## config.mk

```make
export PLATFORM = sky130hd
export DESIGN_NAME = axi_cdc_isolate
export DESIGN_NICKNAME = d
export VERILOG_FILES = /design/src/rtl/axi_cdc_isolate_pkg.sv /design/src/rtl/axi_cdc_isolate_cnt.sv /design/src/rtl/axi_cdc_isolate.sv
export SDC_FILE = /design/constraint.sdc
export NUM_CORES = 1
export LEC_CHECK = 0
export CAP_MARGIN = 0
export CORE_AREA = 5 5 137 139
export CTS_BUF_LIST = sky130_fd_sc_hd__clkbuf_8
export CTS_CLUSTER_DIAMETER = 100
export CTS_CLUSTER_SIZE = 10
export DETAILED_ROUTE_END_ITERATION = 16
export DIE_AREA = 0 0 142 144
export PLACE_DENSITY = 0.56
export SLEW_MARGIN = 20
export SYNTH_ARGS = -nofsm -noshare
export SYNTH_HDL_FRONTEND = slang
export SYNTH_SLANG_ARGS = --single-unit
```

## constraint.sdc

```tcl
create_clock -name clk_i -period 7.2 [get_ports clk_i]
set_input_delay 1.8 -clock clk_i [delete_from_list [all_inputs] [get_ports clk_i]]
set_output_delay 1.8 -clock clk_i [all_outputs]
set_load 0.005 [all_outputs]
```

## src/rtl/axi_cdc_isolate_pkg.sv

```systemverilog
// rtl/axi_cdc_isolate_pkg.sv - shared state encoding, counter sizing and default AXI channel types
package axi_cdc_isolate_pkg;

    typedef enum logic [1:0] {
        NORMAL   = 2'd0,
        DRAIN    = 2'd1,
        ISOLATED = 2'd2
    } iso_state_e;

    function automatic int unsigned cnt_width(input int unsigned max_val);
        return (max_val < 1) ? 1 : $clog2(max_val + 1);
    endfunction

    typedef struct packed {
        logic [3:0]  id;
        logic [31:0] addr;
        logic [7:0]  len;
    } ax_chan_t;

    typedef struct packed {
        logic [31:0] data;
        logic [3:0]  strb;
        logic        last;
    } w_chan_t;

    typedef struct packed {
        logic [3:0] id;
        logic [1:0] resp;
    } b_chan_t;

    typedef struct packed {
        logic [3:0]  id;
        logic [31:0] data;
        logic [1:0]  resp;
        logic        last;
    } r_chan_t;

    typedef struct packed {
        ax_chan_t aw;
        logic     aw_valid;
        w_chan_t  w;
        logic     w_valid;
        logic     b_ready;
        ax_chan_t ar;
        logic     ar_valid;
        logic     r_ready;
    } axi_req_def_t;

    typedef struct packed {
        logic    aw_ready;
        logic    ar_ready;
        logic    w_ready;
        b_chan_t b;
        logic    b_valid;
        r_chan_t r;
        logic    r_valid;
    } axi_resp_def_t;

endpackage

```

## src/rtl/axi_cdc_isolate_cnt.sv

```systemverilog
// rtl/axi_cdc_isolate_cnt.sv - outstanding-transaction up/down counter with simultaneous inc/dec
module axi_cdc_isolate_cnt
    import axi_cdc_isolate_pkg::*;
#(
    parameter int unsigned Max = 8
) (
    input  logic                       clk_i,
    input  logic                       rst_ni,
    input  logic                       inc_i,
    input  logic                       dec_i,
    output logic [cnt_width(Max)-1:0]  count_o,
    output logic                       at_max_o,
    output logic                       is_zero_o
);

    localparam int unsigned Width = cnt_width(Max);
    localparam logic [Width-1:0] MaxVal = Width'(Max);
    localparam logic [Width-1:0] One    = Width'(1);

    logic [Width-1:0] cnt_q, cnt_d;

    always_comb begin
        cnt_d = cnt_q;
        if (inc_i && !dec_i) begin
            cnt_d = cnt_q + One;
        end else if (dec_i && !inc_i) begin
            cnt_d = cnt_q - One;
        end
    end

    always_ff @(posedge clk_i) begin
        if (!rst_ni) begin
            cnt_q <= '0;
        end else begin
            cnt_q <= cnt_d;
        end
    end

    assign count_o   = cnt_q;
    assign at_max_o  = (cnt_q == MaxVal);
    assign is_zero_o = (cnt_q == '0);

    // The gating upstream must make these unreachable.
    assert property (@(posedge clk_i) disable iff (!rst_ni) !(inc_i && !dec_i && at_max_o));
    assert property (@(posedge clk_i) disable iff (!rst_ni) !(dec_i && !inc_i && is_zero_o));

endmodule

```

## src/rtl/axi_cdc_isolate.sv

```systemverilog
// rtl/axi_cdc_isolate.sv - AXI fence that limits, drains and isolates traffic ahead of a CDC
module axi_cdc_isolate
    import axi_cdc_isolate_pkg::*;
#(
    parameter int unsigned MaxWrTxns = 8,
    parameter int unsigned MaxRdTxns = 8,
    parameter type axi_req_t  = axi_req_def_t,
    parameter type axi_resp_t = axi_resp_def_t
) (
    input  logic      clk_i,
    input  logic      rst_ni,
    input  axi_req_t  slv_req_i,
    output axi_resp_t slv_resp_o,
    output axi_req_t  mst_req_o,
    input  axi_resp_t mst_resp_i,
    input  logic      isolate_i,
    output logic      isolated_o
);

    iso_state_e state_q, state_d;
    logic       isolated_q;
    logic       aw_stall_q, aw_stall_d, ar_stall_q, ar_stall_d;
    logic       aw_hs, ar_hs, w_last_hs, b_hs, r_last_hs;
    logic       aw_open, ar_open, w_open, drained;
    logic       wr_at_max, wr_zero, rd_at_max, rd_zero, w_at_max, w_zero;

    logic [cnt_width(MaxWrTxns)-1:0] wr_count, w_count;
    logic [cnt_width(MaxRdTxns)-1:0] rd_count;
    logic                            unused_cnt;

    assign aw_hs     = mst_req_o.aw_valid & mst_resp_i.aw_ready;
    assign ar_hs     = mst_req_o.ar_valid & mst_resp_i.ar_ready;
    assign w_last_hs = mst_req_o.w_valid & mst_resp_i.w_ready & slv_req_i.w.last;
    assign b_hs      = mst_resp_i.b_valid & slv_req_i.b_ready;
    assign r_last_hs = mst_resp_i.r_valid & slv_req_i.r_ready & mst_resp_i.r.last;

    // A completing response frees its slot in the same cycle, so a blocked request can follow at once.
    assign aw_open = aw_stall_q | ((state_q == NORMAL) & (~wr_at_max | b_hs));
    assign ar_open = ar_stall_q | ((state_q == NORMAL) & (~rd_at_max | r_last_hs));

    always_comb begin
        w_open = 1'b0;
        unique case (state_q)
            NORMAL:  w_open = 1'b1;
            DRAIN:   w_open = ~w_zero;
            default: w_open = 1'b0;
        endcase
    end

    always_comb begin
        mst_req_o          = slv_req_i;
        mst_req_o.aw_valid = slv_req_i.aw_valid & aw_open;
        mst_req_o.w_valid  = slv_req_i.w_valid & w_open;
        mst_req_o.ar_valid = slv_req_i.ar_valid & ar_open;
    end

    always_comb begin
        slv_resp_o          = mst_resp_i;
        slv_resp_o.aw_ready = mst_resp_i.aw_ready & aw_open;
        slv_resp_o.w_ready  = mst_resp_i.w_ready & w_open;
        slv_resp_o.ar_ready = mst_resp_i.ar_ready & ar_open;
    end

    assign aw_stall_d = mst_req_o.aw_valid & ~mst_resp_i.aw_ready;
    assign ar_stall_d = mst_req_o.ar_valid & ~mst_resp_i.ar_ready;
    assign drained    = wr_zero & rd_zero & w_zero & ~aw_stall_q & ~ar_stall_q;

    always_comb begin
        state_d = state_q;
        unique case (state_q)
            NORMAL:   if (isolate_i) state_d = DRAIN;
            DRAIN: begin
                if (!isolate_i) begin
                    state_d = NORMAL;
                end else if (drained) begin
                    state_d = ISOLATED;
                end
            end
            ISOLATED: if (!isolate_i) state_d = NORMAL;
            default:  state_d = NORMAL;
        endcase
    end

    always_ff @(posedge clk_i) begin
        if (!rst_ni) begin
            state_q    <= NORMAL;
            isolated_q <= 1'b0;
            aw_stall_q <= 1'b0;
            ar_stall_q <= 1'b0;
        end else begin
            state_q    <= state_d;
            isolated_q <= (state_d == ISOLATED);
            aw_stall_q <= aw_stall_d;
            ar_stall_q <= ar_stall_d;
        end
    end

    assign isolated_o = isolated_q;

    axi_cdc_isolate_cnt #(.Max(MaxWrTxns)) u_wr_cnt (
        .clk_i     (clk_i),
        .rst_ni    (rst_ni),
        .inc_i     (aw_hs),
        .dec_i     (b_hs),
        .count_o   (wr_count),
        .at_max_o  (wr_at_max),
        .is_zero_o (wr_zero)
    );

    axi_cdc_isolate_cnt #(.Max(MaxRdTxns)) u_rd_cnt (
        .clk_i     (clk_i),
        .rst_ni    (rst_ni),
        .inc_i     (ar_hs),
        .dec_i     (r_last_hs),
        .count_o   (rd_count),
        .at_max_o  (rd_at_max),
        .is_zero_o (rd_zero)
    );

    // Bursts whose AW has been accepted but whose last W beat has not yet passed.
    axi_cdc_isolate_cnt #(.Max(MaxWrTxns)) u_w_cnt (
        .clk_i     (clk_i),
        .rst_ni    (rst_ni),
        .inc_i     (aw_hs),
        .dec_i     (w_last_hs),
        .count_o   (w_count),
        .at_max_o  (w_at_max),
        .is_zero_o (w_zero)
    );

    assign unused_cnt = ^{wr_count, rd_count, w_count, w_at_max};

endmodule

```

# [Word level (Yosys, flattened, before mapping)]
# Cells that the tools add are included.
[totals] regBits=17 inputBits=183 out_inout_bits=181
[classes] n_eq_ne=5 mux=12 reduce_logical=18 bitwise=32 add_sub_neg=6
[op_table] op="$mux W4" count=6
[op_table] op="$and A1 B1 Y1" count=21
[op_table] op="$add A4 B1 Y4 const B" count=3
[op_table] op="$logic_not A4 Y1" count=3
[op_table] op="$sub A4 B1 Y4 const B" count=3
[op_table] op="$eq A4 B4 Y1 const B" count=2
[op_table] op="$mux W2" count=4
[op_table] op="$not A1 Y1" count=7
[op_table] op="$logic_and A1 B1 Y1" count=6
[op_table] op="$pmux W2 S3" count=1
[op_table] op="$reduce_bool A2 Y1" count=3
[op_table] op="$logic_not A1 Y1" count=5
[op_table] op="$eq A2 B2 Y1 const B" count=2
[op_table] op="$or A1 B1 Y1" count=4
[op_table] op="$eq A2 B1 Y1 const B" count=1
[op_table] op="$logic_not A2 Y1" count=1
[op_table] op="$pmux W1 S2" count=1

# [Longest topological paths before layout]
[depth] ltp_word=11 depth_mapped=11 mapped_depth_nobuf=11

# [Modules after synthesis]
# From an unflattened synthesis, not the netlist that was laid out.
[unflattened] hier_cells=297 area_unflattened_um2=2464.9
[by_module_without_submodules] module="axi_cdc_isolate" cells_each=210 area_each_um2=1590.3 instances=1 seq_area_each_um2=100.1
[by_module_without_submodules] module="axi_cdc_isolate_cnt" cells_each=29 area_each_um2=291.5 instances=3 seq_area_each_um2=80.1

# [Least setup slack after synthesis]
# Ideal clock, no wire load.
[synth_path] path_kind="input port to output port" startpoint="in mst_resp_i[1] (netlist bit)" endpoint="out mst_req_o[1] (netlist bit)" arrival_time_ps=2368 slack_ps=3032 cell_stages=4 path_cell_list="nand3_1 a311oi_2 nor2_2 nor2b_1"
[synth_lines] element="start, declared" line_no="axi_cdc_isolate.sv:15" text="input axi_resp_t mst_resp_i,"
[synth_lines] element="end, declared" line_no="axi_cdc_isolate.sv:14" text="output axi_req_t mst_req_o,"

==> flow_summary.json <==
{
  "status": "complete, no violations",
  "die_w_um": 142,
  "synth.distinct_cells": 27,
  "grt_util_met2_pct": 6.46,
  "hold_path_class": "reg2reg",
  "max_freq_mhz": 186,
  "synth_top_family_by_area": "buffers and inverters",
  "cts_tree": "done",
  "crit_required_ns": 5.40,
  "ir_drop_v": 0.0000568,
  "setup_viol": 0,
  "period_share_pct": 74.7,
  "synth_nets": 483,
  "start_kind": "input port",
  "clock_latency_ns": 0.27,
  "synthesis.area_um2": 2370,
  "vias_per_cell": 3.04,
  "cts_sinks": 17,
  "fin_area_um2": 1650,
  "synth-simple-area-share_pct": 11.2,
  "core_area_um2": 17500,
  "hpwl_um": 4910,
  "grt_max_degree": 19,
  "skew_ns": 0.00851,
  "drv_slew": 0,
  "htree_levels": 1,
  "p_leak_uw": 0.000553,
  "num_antenna_cells": 0,
  "finish.net_count": 337,
  "drc": 0,
  "tightest_slew_ns": 0.646,
  "ff2ff_setup_slack_ns": 4.51,
  "holdBufCountCts": 0,
  "critPathMaxFanout": 4,
  "min_period_ns": 5.38,
  "rsz0062_at_grt": "no",
  "r2r-start": "u_wr_cnt.count_o[0]",
  "synthAdderAreaFrac_pct": 7.29,
  "power.density_nw_per_um2": 201,
  "setup-tns-final_ns": 0,
  "synth_cells": 288,
  "grt_first_pass_wirelength_um": 7800,
  "worstPathArrival_ns": 3.58,
  "gp_congestion": 0.616,
  "drive_above_1_share_pct": 7.80,
  "die_h_um": 144,
  "avgSynthCellArea_um2": 8.22,
  "first_global_vias": 1193,
  "postCtsSetupBuffers": 0,
  "synth.area.mux_share_pct": 2.54,
  "synth_compound_area_share_pct": 5.81,
  "globalRouteMet3Util_pct": 5.03,
  "gr-total-overflow": 0,
  "use_met1_pct": 4.27,
  "track_usage_pct": 5.45,
  "cts_root_buf": "clkbuf_8",
  "drv_cap": 0,
  "ys_seq_area_share_pct": 14.4,
  "fp-row-count": 49,
  "syn2layout_area_growth_pct": -30.4,
  "port_buffers": 27,
  "vias": 1124,
  "clock_path_buffers": 2,
  "firstDrtPassIters": 4,
  "first_iter_violations": 39,
  "path_class": "in2out",
  "place_area_um2": 1600,
  "slew_headroom_pct": 56.8,
  "min_path_cells": 2,
  "synthXorXnorAreaFrac_pct": 2.22,
  "wl_um": 5920,
  "antenna_found_initial": 0,
  "end_kind": "output port",
  "top_usage_layer": "met4",
  "r2r_cells": 11,
  "drtAntennaViolNets": 0,
  "worstHoldStart": "u_w_cnt.count_o[3]",
  "path_clk_slew_ns": 0.07,
  "worst_r2r_endpoint": "u_w_cnt.count_o[3]",
  "hold_violations": 0,
  "ys_ff_latch": 17,
  "io_pins": 364,
  "start_util_pct": 13.5,
  "ys_warn_count": 0,
  "wl_per_cell_um": 16.0,
  "die-area_um2": 20400,
  "numCtsBuffers": 3,
  "ctsResizeCount": 0,
  "min_to": "u_w_cnt.count_o[3]"
}
kinds of logic (layout without fill, tap and decap cells):
logic type / Yosys count / count (layout)
flip-flops: 17 / 17
AO/OA/AOI/OAI: 18 / 18
multiplexers: 6 / 6
XOR/XNOR: 6 / 6
AND/OR/NAND/NOR: 46 / 46
buffers and inverters: 183 / 36
adder cells (fa/ha/maj): 12 / 12
synthesized netlist by cell type, drive strengths merged:
cell type	number	share of area [%]
buf	174	55
dfxtp	17	14
ha	9	4.8
nand2	9	1.4
nor2	8	1.4
and2	7	1.9
mux2i	6	2.5
nor2b	6	1.6
xnor2	6	2.2
a211oi	5	1.6
inv	5	0.79
nand3	5	1.1
clkbuf	4	0.63
o21ai	4	0.85
a21oi	3	0.63
a31oi	3	0.79
fa	3	2.5
nand2b	3	0.79
nor3b	3	0.95
a311oi	2	1.3
nor3	2	0.85
nor4	2	0.53
a41oi	1	0.69
nor4bb	1	0.69
layer usage:
metal | wire, um | part of all wire [%]
met1 | 1620 | 27
met2 | 2170 | 37
met3 | 1180 | 20
met4 | 954 | 16
met5 | 0 | 0
registers in the layout, summed over array words and instances (netlist names):
name              count
u_wr_cnt.count_o      4
ar_stall_q            1
u_w_cnt.count_o       4
u_rd_cnt.count_o      4
aw_stall_q            1
isolated_o            1
state_q               2
cells in the final DEF (no fill, tap or decap), drive strengths merged:
cell type and count:
nor2 8, nor3 2, a211oi 5, xnor2 6, nand2b 3, nor4bb 1
a41oi 1, nor3b 3, mux2i 6, clkdlybuf4s50 27, inv 6, nor4 2
nand2 9, a311oi 2, ha 9, clkbuf 3, fa 3, nand3 5
dfxtp 17, nor2b 6, o21ai 4, a31oi 3, and2 7, a21oi 3
stage by stage:
step,power (uW),util (%),instances,setup WS (ns),hold slack (ns)
after global placement,252,9.14,366,1.73,0.459
final,331,9.40,370,1.82,0.487
after detailed placement,259,9.14,366,1.70,0.481
after floorplan,289,-,288,3.03,0.446
after global routing,360,9.40,370,1.68,0.536
after CTS,339,9.40,370,1.70,0.493
cell type report:
| cell class | instances | area, um^2 |
|---|---|---|
| fill | 2056 | 15900 |
| multi-input combinational | 88 | 687 |
| clock buffer | 3 | 41.3 |
| tap | 229 | 287 |
| inverter | 5 | 18.8 |
| timing repair buffer | 27 | 270 |
| sequential | 17 | 340 |
| clock inverter | 1 | 3.75 |
worst max-delay path: stages:
cell,delay [ns]
clkdlybuf4s50_1,0.48
nand3_1,0.18
a311oi_2,0.30
nor2_2,0.09
nor2b_1,0.18
clkdlybuf4s50_1,0.55
how the worst max path moves through the flow:
stage                       start             end  slack (ns)
finish              mst_resp_i[0]  slv_resp_o[48]        1.82
global route        mst_resp_i[0]  slv_resp_o[48]        1.68
CTS                 mst_resp_i[0]  slv_resp_o[48]        1.70
detailed placement  mst_resp_i[0]  slv_resp_o[48]        1.70
global placement    mst_resp_i[1]  slv_resp_o[48]        1.73
floorplan           mst_resp_i[1]    mst_req_o[1]        3.03
power breakdown:
| group | total [uW] | switching [uW] | internal, uW |
|---|---|---|---|
| sequential | 130 | 20.8 | 109 |
| clock | 75.9 | 37.8 | 38.0 |
| combinational | 126 | 57.6 | 68.0 |
| total | 331 | 116 | 215 |
No activity file was read; power rests on OpenSTA's default activity.
